## src/rtl/exc_commit_pkg.sv

```systemverilog
// Shared definitions for the exception commit unit: flag bit indices, final codes
// handed to CP0, CP0 field positions and the FSM / BadVAddr-select encodings.
package exc_commit_pkg;

    localparam int EXC_W = 15;

    // Raw exception flag bit positions within exc_flags_i.
    // A single ADEL flag covers both fetch and data address errors; a misaligned
    // PC identifies the fetch case.
    localparam int EXCF_ADEL        = 0;
    localparam int EXCF_TLBRL_CODE  = 1;
    localparam int EXCF_TLBIL_CODE  = 2;
    localparam int EXCF_INSTINVALID = 3;
    localparam int EXCF_SYSCALL     = 4;
    localparam int EXCF_BREAK       = 5;
    localparam int EXCF_TRAP        = 6;
    localparam int EXCF_OVERFLOW    = 7;
    localparam int EXCF_ADES        = 8;
    localparam int EXCF_TLBRL_DATA  = 9;
    localparam int EXCF_TLBRS       = 10;
    localparam int EXCF_TLBIL_DATA  = 11;
    localparam int EXCF_TLBIS       = 12;
    localparam int EXCF_TLBM        = 13;
    localparam int EXCF_ERET        = 14;

    // Final codes shared with CP0. Code/data variants of a TLB fault share a code.
    localparam logic [31:0] NOEXC_FINAL       = 32'h0000_0000;
    localparam logic [31:0] INTERRUPT_FINAL   = 32'h0000_0001;
    localparam logic [31:0] ADEL_FINAL        = 32'h0000_0004;
    localparam logic [31:0] ADES_FINAL        = 32'h0000_0005;
    localparam logic [31:0] SYSCALL_FINAL     = 32'h0000_0008;
    localparam logic [31:0] BREAK_FINAL       = 32'h0000_0009;
    localparam logic [31:0] INSTINVALID_FINAL = 32'h0000_000A;
    localparam logic [31:0] OVERFLOW_FINAL    = 32'h0000_000C;
    localparam logic [31:0] TRAP_FINAL        = 32'h0000_000D;
    localparam logic [31:0] ERET_FINAL        = 32'h0000_000E;
    localparam logic [31:0] TLBRL_FINAL       = 32'h0000_0020;
    localparam logic [31:0] TLBIL_FINAL       = 32'h0000_0021;
    localparam logic [31:0] TLBRS_FINAL       = 32'h0000_0022;
    localparam logic [31:0] TLBIS_FINAL       = 32'h0000_0023;
    localparam logic [31:0] TLBM_FINAL        = 32'h0000_0024;

    localparam int STATUS_IE  = 0;
    localparam int STATUS_EXL = 1;
    localparam int IM_LO      = 8;
    localparam int IM_HI      = 15;

    typedef enum logic [1:0] {
        ST_IDLE     = 2'd0,
        ST_DRAIN    = 2'd1,
        ST_COMMIT   = 2'd2,
        ST_REDIRECT = 2'd3
    } state_t;

    typedef enum logic [1:0] {
        BVA_NONE = 2'd0,
        BVA_PC   = 2'd1,
        BVA_ADDR = 2'd2
    } bva_sel_t;

    function automatic logic int_pending(input logic [31:0] status, input logic [31:0] cause);
        return status[STATUS_IE] & ~status[STATUS_EXL]
               & (|(status[IM_HI:IM_LO] & cause[IM_HI:IM_LO]));
    endfunction

endpackage

```

## src/rtl/exc_commit_prio_enc.sv

```systemverilog
// Combinational priority encoder: picks the winning exception and where its
// BadVAddr comes from.
module exc_prio_enc
    import exc_commit_pkg::*;
(
    input  logic             int_pending,
    input  logic [EXC_W-1:0] exc_flags,
    input  logic             fetch_misaligned,
    output logic [31:0]      code,
    output bva_sel_t         bva_sel
);

    logic adel_fetch;
    logic adel_data;

    assign adel_fetch = exc_flags[EXCF_ADEL] & fetch_misaligned;
    assign adel_data  = exc_flags[EXCF_ADEL] & ~fetch_misaligned;

    always_comb begin
        code    = NOEXC_FINAL;
        bva_sel = BVA_NONE;
        if (int_pending) begin
            code = INTERRUPT_FINAL;
        end else if (adel_fetch) begin
            code    = ADEL_FINAL;
            bva_sel = BVA_PC;
        end else if (exc_flags[EXCF_TLBRL_CODE]) begin
            code    = TLBRL_FINAL;
            bva_sel = BVA_PC;
        end else if (exc_flags[EXCF_TLBIL_CODE]) begin
            code    = TLBIL_FINAL;
            bva_sel = BVA_PC;
        end else if (exc_flags[EXCF_INSTINVALID]) begin
            code = INSTINVALID_FINAL;
        end else if (exc_flags[EXCF_SYSCALL]) begin
            code = SYSCALL_FINAL;
        end else if (exc_flags[EXCF_BREAK]) begin
            code = BREAK_FINAL;
        end else if (exc_flags[EXCF_TRAP]) begin
            code = TRAP_FINAL;
        end else if (exc_flags[EXCF_OVERFLOW]) begin
            code = OVERFLOW_FINAL;
        end else if (adel_data) begin
            code    = ADEL_FINAL;
            bva_sel = BVA_ADDR;
        end else if (exc_flags[EXCF_ADES]) begin
            code    = ADES_FINAL;
            bva_sel = BVA_ADDR;
        end else if (exc_flags[EXCF_TLBRL_DATA]) begin
            code    = TLBRL_FINAL;
            bva_sel = BVA_ADDR;
        end else if (exc_flags[EXCF_TLBRS]) begin
            code    = TLBRS_FINAL;
            bva_sel = BVA_ADDR;
        end else if (exc_flags[EXCF_TLBIL_DATA]) begin
            code    = TLBIL_FINAL;
            bva_sel = BVA_ADDR;
        end else if (exc_flags[EXCF_TLBIS]) begin
            code    = TLBIS_FINAL;
            bva_sel = BVA_ADDR;
        end else if (exc_flags[EXCF_TLBM]) begin
            code    = TLBM_FINAL;
            bva_sel = BVA_ADDR;
        end else if (exc_flags[EXCF_ERET]) begin
            code = ERET_FINAL;
        end
    end

endmodule

```

## src/rtl/exc_commit.sv

```systemverilog
// Exception commit unit: latches the winning exception in MEM, waits for the data
// bus to drain, hands one code to CP0 for a cycle, then flushes and redirects.
module exc_commit
    import exc_commit_pkg::*;
#(
    parameter logic [31:0] EXC_VECTOR    = 32'hBFC00380,
    parameter logic [31:0] REFILL_VECTOR = 32'hBFC00200
) (
    input  logic             clk,
    input  logic             rst,
    input  logic             mem_valid_i,
    input  logic [31:0]      mem_pc_i,
    input  logic             mem_in_delayslot_i,
    input  logic [31:0]      mem_addr_i,
    input  logic [EXC_W-1:0] exc_flags_i,
    input  logic [31:0]      status_i,
    input  logic [31:0]      cause_i,
    input  logic [31:0]      epc_i,
    input  logic             bus_busy_i,
    output logic             stall_o,
    output logic [31:0]      excepttype_o,
    output logic [31:0]      current_inst_addr_o,
    output logic             is_in_delayslot_o,
    output logic [31:0]      badvaddr_o,
    output logic             flush_o,
    output logic [31:0]      new_pc_o
);

    state_t      state_reg;
    logic [31:0] code_reg;
    logic [31:0] pc_reg;
    logic        ds_reg;
    logic [31:0] bva_reg;
    logic        refill_reg;

    logic        int_pend;
    logic [31:0] enc_code;
    bva_sel_t    enc_bva_sel;
    logic [31:0] bva_next;
    logic        refill_next;
    logic        detect;

    // Only IE/EXL/IM and IP fields participate; the rest is reduced away here.
    logic unused_bits;
    assign unused_bits = ^{status_i[31:16], status_i[7:2], cause_i[31:16], cause_i[7:0]};

    assign int_pend = int_pending(status_i, cause_i);

    exc_prio_enc u_prio_enc (
        .int_pending      (int_pend),
        .exc_flags        (exc_flags_i),
        .fetch_misaligned (|mem_pc_i[1:0]),
        .code             (enc_code),
        .bva_sel          (enc_bva_sel)
    );

    always_comb begin
        bva_next = 32'h0;
        case (enc_bva_sel)
            BVA_PC:   bva_next = mem_pc_i;
            BVA_ADDR: bva_next = mem_addr_i;
            default:  bva_next = 32'h0;
        endcase
    end

    assign refill_next = ((enc_code == TLBRL_FINAL) || (enc_code == TLBRS_FINAL))
                         & ~status_i[STATUS_EXL];

    assign detect = (state_reg == ST_IDLE) && mem_valid_i
                    && (enc_code != NOEXC_FINAL);

    always_ff @(posedge clk) begin
        if (rst) begin
            state_reg  <= ST_IDLE;
            code_reg   <= NOEXC_FINAL;
            pc_reg     <= 32'h0;
            ds_reg     <= 1'b0;
            bva_reg    <= 32'h0;
            refill_reg <= 1'b0;
        end else begin
            case (state_reg)
                ST_IDLE: begin
                    if (detect) begin
                        code_reg   <= enc_code;
                        pc_reg     <= mem_pc_i;
                        ds_reg     <= mem_in_delayslot_i;
                        bva_reg    <= bva_next;
                        refill_reg <= refill_next;
                        state_reg  <= bus_busy_i ? ST_DRAIN : ST_COMMIT;
                    end
                end
                ST_DRAIN: begin
                    if (!bus_busy_i) begin
                        state_reg <= ST_COMMIT;
                    end
                end
                ST_COMMIT:   state_reg <= ST_REDIRECT;
                ST_REDIRECT: state_reg <= ST_IDLE;
                default:     state_reg <= ST_IDLE;
            endcase
        end
    end

    assign stall_o = detect || (state_reg == ST_DRAIN) || (state_reg == ST_COMMIT);

    assign excepttype_o        = (state_reg == ST_COMMIT) ? code_reg : NOEXC_FINAL;
    assign current_inst_addr_o = (state_reg == ST_COMMIT) ? pc_reg   : 32'h0;
    assign is_in_delayslot_o   = (state_reg == ST_COMMIT) ? ds_reg   : 1'b0;
    assign badvaddr_o          = (state_reg == ST_COMMIT) ? bva_reg  : 32'h0;

    // epc_i is taken live in REDIRECT so an ERET sees the value CP0 holds after COMMIT.
    assign flush_o  = (state_reg == ST_REDIRECT);
    assign new_pc_o = (state_reg != ST_REDIRECT) ? 32'h0 :
                      (code_reg == ERET_FINAL)   ? epc_i :
                      refill_reg                 ? REFILL_VECTOR : EXC_VECTOR;

endmodule

```

## config.mk

```make
export PLATFORM = sky130hd
export DESIGN_NAME = exc_commit
export DESIGN_NICKNAME = d
export VERILOG_FILES = /design/src/rtl/exc_commit_pkg.sv /design/src/rtl/exc_commit_prio_enc.sv /design/src/rtl/exc_commit.sv
export SDC_FILE = /design/constraint.sdc
export NUM_CORES = 1
export LEC_CHECK = 0
export BUFFER_PORTS_ARGS = -buffer_cell sky130_fd_sc_hd__buf_2
export CAP_MARGIN = 20
export CORE_AREA = 5 5 119 121
export CTS_CLUSTER_DIAMETER = 40
export CTS_CLUSTER_SIZE = 8
export DETAILED_ROUTE_END_ITERATION = 10
export DIE_AREA = 0 0 124 126
export HOLD_SLACK_MARGIN = 0.02
export PLACE_DENSITY_LB_ADDON = 0.2
export SYNTH_ARGS = -nofsm -noshare
export SYNTH_HDL_FRONTEND = slang
export SYNTH_SLANG_ARGS = --single-unit
export TNS_END_PERCENT = 5
```

## constraint.sdc

```tcl
create_clock -name clk -period 3.4 [get_ports clk]
set_input_delay 0.68 -clock clk [delete_from_list [all_inputs] [get_ports clk]]
set_output_delay 0.68 -clock clk [all_outputs]
set_load 0.01 [all_outputs]
```

==> summary.md, run 1 <==
| Metric | Value |
|---|---|
| Final critical-path required period | roughly 3100 ps |
| Max incr delay on CP | just under 400 ps |
| Total power | 2714 uW |
| Syn. warnings | 0 |
| Gr ovfl total | 0 |
| Worst VDD drop | ~0.24 mV |
| EDFF count, synth | 0 |
| Clock Power Share | 0.333 |
| Leakage | about 0.0034 uW |
| Dpl cells | a little under 1,000 |
| CP endpoint kind | output pin |
| End of the critical path | stall_o |
| Worst min path class | flop to flop |
| Adder-Cell Fraction of Synth Area | 0.01773 |
| Crit Path Class | input port to output pin |
| Post-DR vias/cell | approximately 4.8 |
| Comb pwr share | 0.297 |
| Reg2reg end | pc_reg[7]$_SDFFE_PP0P_ |
| Part of the power in registers | 0.370 |
| # diodes | 0 |
| Die width | around 120 um |
| 1st-pass router iterations | 4 |
| Met1 wire length | 5.824 mm |
| Design Area, Final | ~0.0064 mm2 |
| Total CTS buffers | 9 |
| Worst-skew pair later-pin latency | 330 ps |
| Largest net degree at the start of global routing | 73 |
| Async SR Flop Fraction | 0 |
| Wire per inst | roughly 15 um |
| Final WL | ~15 mm |
| Post-Synth XOR/XNOR Area | 0 |
| Most common cell after layout, fill and taps aside | buf_2 |
| Gpl congestion | between 0.8 and 0.9 |
| Setup slack, reg-to-reg | roughly 1500 ps |
| Cell row count | 42 |
| Pre-CTS setup slack | 217.3 ps |
| Switch Pwr | around 860 uW |
| Ys flop type | dfxtp_1 |
| CTS tree | built |
| Mapped Avg Cell Area | between 8 and 9 um2 |
| Crit share post-route | 0.9257 |
| Register area share after synthesis | 0.2958 |
| Post-CTS Hold Fix Bufs | 0 |
| Internal Pwr Total | ~1900 uW |
| CP max FO | 4 |
| Ports | roughly 310 |
| Mux share of post-synthesis cell area | 0.1466 |
| Slew HR | 0.5480 |
| Share of cells above drive strength 1 | 0.3416 |
| Fraction of the mapped netlist area in simple logic gates | 0.3365 |
| Clock slew seen by the registers of the worst setup and hold paths | around 60 ps |
| Setup bufs post-CTS | 0 |
| Net Sw Frac | 0.3171 |
| First-pass GRT wire length | 23.07 mm |
| Antenna-violating nets left | 0 |
| Synth-to-Final Area Change | 29.58% |
| Share of the synthesized area in the top cell type | 0.2958 |
| Post-Synthesis Cell Area | 0.004941 mm2 |
| Initial antenna violation count | 1 |
| # setup viols final | 0 |
| Clock Skew | about 5.3 ps |
| Fmax | between 300 and 400 MHz |
| Die footprint | 0.01562 mm2 |
| RSZ-0062 raised after global routing | false |
| Gate Count Post-Synth | slightly below 600 |
| Commonest non-fill, non-tap cells in the layout | buf_2 (237), nand2b_1 (103), dfxtp_1 (73) |
| Top Layer Used | met5 |
| CTS Sinks | between 70 and 80 |
| #FFs+latches synth | 73 |
| Total number of H-tree levels | 3 |
| Cell with the largest stage delay on the worst path | nor4_1 |
| Critical path origin | exc_flags_i[12] |
| Outcome | finished clean |
| CTS max path bufs | 2 |
| Slew Viols, Final | 0 |
| Cell-by-cell trace of the critical path | buf_2, nor4_1, and2b_1, o41ai_2, nor4b_4, a21oi_4, or3_1, buf_2 |
| WL met2 | ~7.4 mm |
| Total GRT Usage | 0.1806 |
| Fin nets | 990 |
| Post-synth cell types | between 40 and 50 |
| Max cap viols | 0 |
| PD cells | about 420 mW/mm2 |
| WL met3 | 1.276 mm |
| Setup TNS | 0 ps |
| Core box area | 0.01298 mm2 |
| Final hold violations | 0 |
| Area contributors post-synth | dfxtp_1 (30%), mux2i_1 (14%), nand2b_1 (13%) |
| Main combinational cell family by area after synthesis | simple AND/OR/NAND/NOR gates |
| Cell Area, Placed | between 0.006 and 0.007 mm2 |
| Reg2Reg Depth | 6 |
| DRC Markers | 0 |
| Worst Setup Slack, final | approximately 250 ps |
| Vias | approximately 4,700 |
| Initial core utilization | 0.3807 |
| WP data required | roughly 2700 ps |
| RR Startpoint | state_reg[0]$_SDFFE_PP0P_ |
| Drt initial violations | approximately 170 |
| Compound-cell area share of the yosys netlist | 0.1018 |
| PortBufs | about 240 |
| Vias in the first global route | about 4,900 |
| Most common cell on crit path | buf_2 |
| Final Non-Filler Cells | 984 |
| Post-synth top area cell | dfxtp_1 |
| Startpoint Class | input port |
| DIE HEIGHT | 126 um |
| HPWL after DPL | roughly 11 mm |
| Worst EP arrival | roughly 2500 ps |
| Clock root cell | clkbuf_16 |
| Worst Tran Pin Value | ~680 ps |
## metal layers
metal / vias to the layer above / GRT usage
met2: 166 / 0.3287
li1: 2341 / -
met5: - / 0
met1: 2195 / 0.2052
met3: 19 / 0.04933
met4: 2 / 0.04768
## worst max-delay path, delay by kind of cell
kind	cells	cell delay, ps
AND/OR/NAND/NOR	4	1320
AO/OA/AOI/OAI	2	190
buffers and inverters	2	270
## stage by stage
| step | hold WS, ps | utilization |
|---|---|---|
| after floorplan | 442.6 | - |
| after global placement | 454.1 | 0.4694 |
| after detailed placement | 455.5 | 0.4694 |
| after CTS | 471.4 | 0.4913 |
| after global routing | 484.3 | 0.4933 |
| final | 469.2 | 0.4933 |
## how the worst min path moves through the flow
stage	end	from	depth (start not counted)	slack [ps]
4_1_cts	pc_reg[4]$_SDFFE_PP0P_	pc_reg[4]$_SDFFE_PP0P_	2	470
5_1_grt	pc_reg[4]$_SDFFE_PP0P_	pc_reg[4]$_SDFFE_PP0P_	2	480
3_5_place_dp	pc_reg[8]$_SDFFE_PP0P_	pc_reg[8]$_SDFFE_PP0P_	2	460
2_1_floorplan	refill_reg$_SDFFE_PP0P_	refill_reg$_SDFFE_PP0P_	2	440
3_3_place_gp	ds_reg$_SDFFE_PP0P_	ds_reg$_SDFFE_PP0P_	2	450
6_report	bva_reg[19]$_SDFFE_PP0P_	bva_reg[19]$_SDFFE_PP0P_	2	470
## timing repair
item / CTS / global route
endpoints found under the setup margin: 0 / 1
resized for setup: 0 / 1
hold endpoints to repair: 0 / 0
## area by class of cell
type	count	area [um2]
Inverter	8	30.03
Sequential cell	73	1461
Tap cell	176	220.2
Clock inverter	4	27.53
Multi-Input combinational cell	461	3098
Timing Repair Buffer	250	1309
Fill cell	1285	6578
Clock buffer	12	256.5
## cells by family (layout without fill, tap and decap cells)
family	Yosys count	in the layout
AND/OR/NAND/NOR	293	293
buffers and inverters	77	274
flip-flops	73	73
multiplexers	72	72
AO/OA/AOI/OAI	62	62
adder cells (fa/ha/maj)	7	7
other	1	27
## Yosys cell counts (2+ instances only)
| master | n |
|---|---|
| a22o_1 | 36 |
| nand4_1 | 2 |
| clkbuf_1 | 34 |
| inv_1 | 8 |
| ha_1 | 7 |
| mux2i_1 | 69 |
| o21ai_1 | 2 |
| mux2_2 | 2 |
| nand2_1 | 39 |
| nor2b_1 | 2 |
| buf_6 | 2 |
| nor3_1 | 5 |
| buf_4 | 27 |
| nor4_1 | 4 |
| o21ai_0 | 5 |
| a31oi_1 | 2 |
| nand2b_1 | 103 |
| a21oi_2 | 2 |
| nor2_1 | 39 |
| a21oi_1 | 4 |
| and2_1 | 71 |
| and3_1 | 20 |
| dfxtp_1 | 73 |
| buf_12 | 5 |
## power groups by stage
stage	logic (uW)	registers, uW	clock network (uW)
3_3_place_gp	780	1020	0
3_5_place_dp	801	1020	0
4_1_cts	803	1000	930
2_1_floorplan	631	1010	0
6_report	806	1000	904
5_1_grt	890	1020	973
(Power assumes the default switching activity.)
==> inputs of run 2 (changes only) <==
--- a/config.mk
+++ b/config.mk
@@ -8,12 +8,11 @@
 export BUFFER_PORTS_ARGS = -buffer_cell sky130_fd_sc_hd__buf_2
 export CAP_MARGIN = 20
 export CORE_AREA = 5 5 119 121
-export CTS_CLUSTER_DIAMETER = 40
 export CTS_CLUSTER_SIZE = 8
 export DETAILED_ROUTE_END_ITERATION = 10
 export DIE_AREA = 0 0 124 126
 export HOLD_SLACK_MARGIN = 0.02
-export PLACE_DENSITY_LB_ADDON = 0.2
+export PLACE_DENSITY = 0.77
 export SYNTH_ARGS = -nofsm -noshare
 export SYNTH_HDL_FRONTEND = slang
 export SYNTH_SLANG_ARGS = --single-unit
==> constraint.sdc (replaced) <==
create_clock -name clk -period 3.3 [get_ports clk]
set_input_delay 0.66 -clock clk [delete_from_list [all_inputs] [get_ports clk]]
set_output_delay 0.66 -clock clk [all_outputs]
set_load 0.01 [all_outputs]
==> run 2 against run 1 <==
Compared with the run above:
- hold slack lost 2.3 ps
- sequential power barely moved
- sequential share of layout area about the same
- clock power rose by 4.0%
==> summary.md, run 2 (synthesis gave the netlist of run 1 again) <==
| Metric | Value |
|---|---|
| Commonest non-fill, non-tap cells in the layout | buf_2 (237), nand2b_1 (103), dfxtp_1 (73) |
| Total CTS buffers | 9 |
| DRC Markers | 0 |
| Fmax | 321.7 MHz |
| Die footprint | between 0.015 and 0.02 mm2 |
| Worst min path class | flop to flop |
| Final hold violations | 0 |
| Vias in the first global route | 4,420 |
| Worst-skew pair later-pin latency | 320 ps |
| PortBufs | roughly 240 |
| Clock root cell | clkbuf_16 |
| CP endpoint kind | output pin |
| Startpoint Class | input port |
| Net Sw Frac | 0.3186 |
| CTS tree | built |
| Reg2Reg Depth | 6 |
| Comb pwr share | 0.294 |
| Fill cells | between 1,000 and 1,500 |
| WP data required | between 2000 and 3000 ps |
| Worst Tran Pin Value | 701.9 ps |
| Clock slew seen by the registers of the worst setup and hold paths | about 50 ps |
| Post-DR vias/cell | about 4.8 |
| Share of cells above drive strength 1 | 0.3416 |
| Ports | a little over 300 |
| Register Area | ~0.0015 mm2 |
| Antenna-violating nets left | 0 |
| Core box area | around 0.013 mm2 |
| PD cells | roughly 440 mW/mm2 |
| Most common cell after layout, fill and taps aside | buf_2 |
| Final WL | 14.93 mm |
| CTS max path bufs | 2 |
| # diodes | 0 |
| Crit share post-route | 0.9419 |
| DIE HEIGHT | about 130 um |
| Worst Hold Depth | 2 |
| Setup TNS | 0 ps |
| Vias | between 4,000 and 5,000 |
| Gpl congestion | 0.7999 |
| Area occupied by multi-input gates | approximately 0.0031 mm2 |
| Max cap viols | 0 |
| Die width | 124 um |
| Drt initial violations | between 100 and 150 |
| HPWL after DPL | 11.06 mm |
| Worst VDD drop | 0.2576 mV |
| Fin nets | 990 |
| Wire per inst | roughly 15 um |
| Cell row count | 42 |
| Gr ovfl total | 0 |
| Post-CTS Hold Fix Bufs | 0 |
| First-pass GRT wire length | between 20 and 25 mm |
| Slew HR | 0.5320 |
| RSZ-0062 raised after global routing | false |
| # setup viols final | 0 |
| Total GRT Usage | 0.1775 |
| CP max FO | 5 |
| Slew Viols, Final | 0 |
| Crit Path Class | input port to output pin |
| Final Hold Slack | ~470 ps |
| 1st-pass router iterations | 4 |
| Largest net degree at the start of global routing | 63 |
| Final critical-path required period | between 3000 and 4000 ps |
| Clock Skew | 9.011 ps |
| Initial core utilization | 0.3807 |
| Worst EP arrival | approximately 2500 ps |
| Synth-to-Final Area Change | 29.45% |
| Leakage | between 0.003 and 0.004 uW |
| Switch Pwr | ~900 uW |
| CTS Sinks | 73 |
| Total number of H-tree levels | 3 |
| Outcome | finished clean |
| Clock Power Share | 0.336 |
| Initial antenna violation count | 1 |
| Part of the power in registers | 0.369 |
| Internal Pwr Total | ~1900 uW |
[run 2: cell count changes in the layout (fill, tap and decap cells not counted), sizes merged]
cell and change:
inv +1, clkinv -2, clkbuf -1, clkinvlp +2
[run 2: stage by stage]
stage                     utilization  area (um2)  setup slack [ps]  power, uW  cells
final                          0.4928        6396             191.8       2797    984
after global routing           0.4928        6396             31.16       2957    984
after CTS                      0.4922        6389             170.2       2841    983
after detailed placement       0.4698        6098             174.0       1884    967
after global placement         0.4698        6098             210.6       1866    967
after floorplan                     -        5039             452.6       1686    611
[run 2: final timing paths]
kind,startpoint,slack [ps],to
min reg2reg,pc_reg[1]$_SDFFE_PP0P_,470,pc_reg[1]$_SDFFE_PP0P_
max,mem_pc_i[0],190,stall_o
min,pc_reg[1]$_SDFFE_PP0P_,470,pc_reg[1]$_SDFFE_PP0P_
max reg2reg,state_reg[0]$_SDFFE_PP0P_,1370,pc_reg[9]$_SDFFE_PP0P_
[run 2: worst max-delay path, cell delays in order]
cell	delay, ps
buf_2	130
o21a_1	240
nor3_1	330
o41ai_2	190
nor4b_4	360
a21oi_4	90
or3_1	300
buf_2	150
[run 2: power groups by stage]
stage                     Sequential (uW)  Combinational [uW]  Clock (uW)
final                                1030                 823         940
after global routing                 1050                 903        1010
after CTS                            1030                 837         971
after detailed placement             1050                 833           0
after global placement               1050                 819           0
after floorplan                      1040                 650           0
[run 2: final cells by class]
type	count	share of cell area
flip-flops and latches	73	0.2285
clock buffers	11	0.03951
multi-input cells	461	0.4844
inverters	8	0.004695
repair buffers	250	0.2027
well taps	176	0.03443
clock inverters	5	0.005869
[run 2: layer usage]
layer / up-vias / GRT usage / wire length [um]
li1: 2349 / - / -
met1: 2156 / 0.2009 / 5886
met2: 168 / 0.3258 / 7552
met3: 8 / 0.05336 / 1401
met4: 2 / 0.03608 / 79
met5: - / 0 / 7
[run 2: timing repair]
action / CTS / global route
resized for setup: 0 / 0
buffers inserted: 0 / 1
endpoints found under the setup margin: 0 / 1
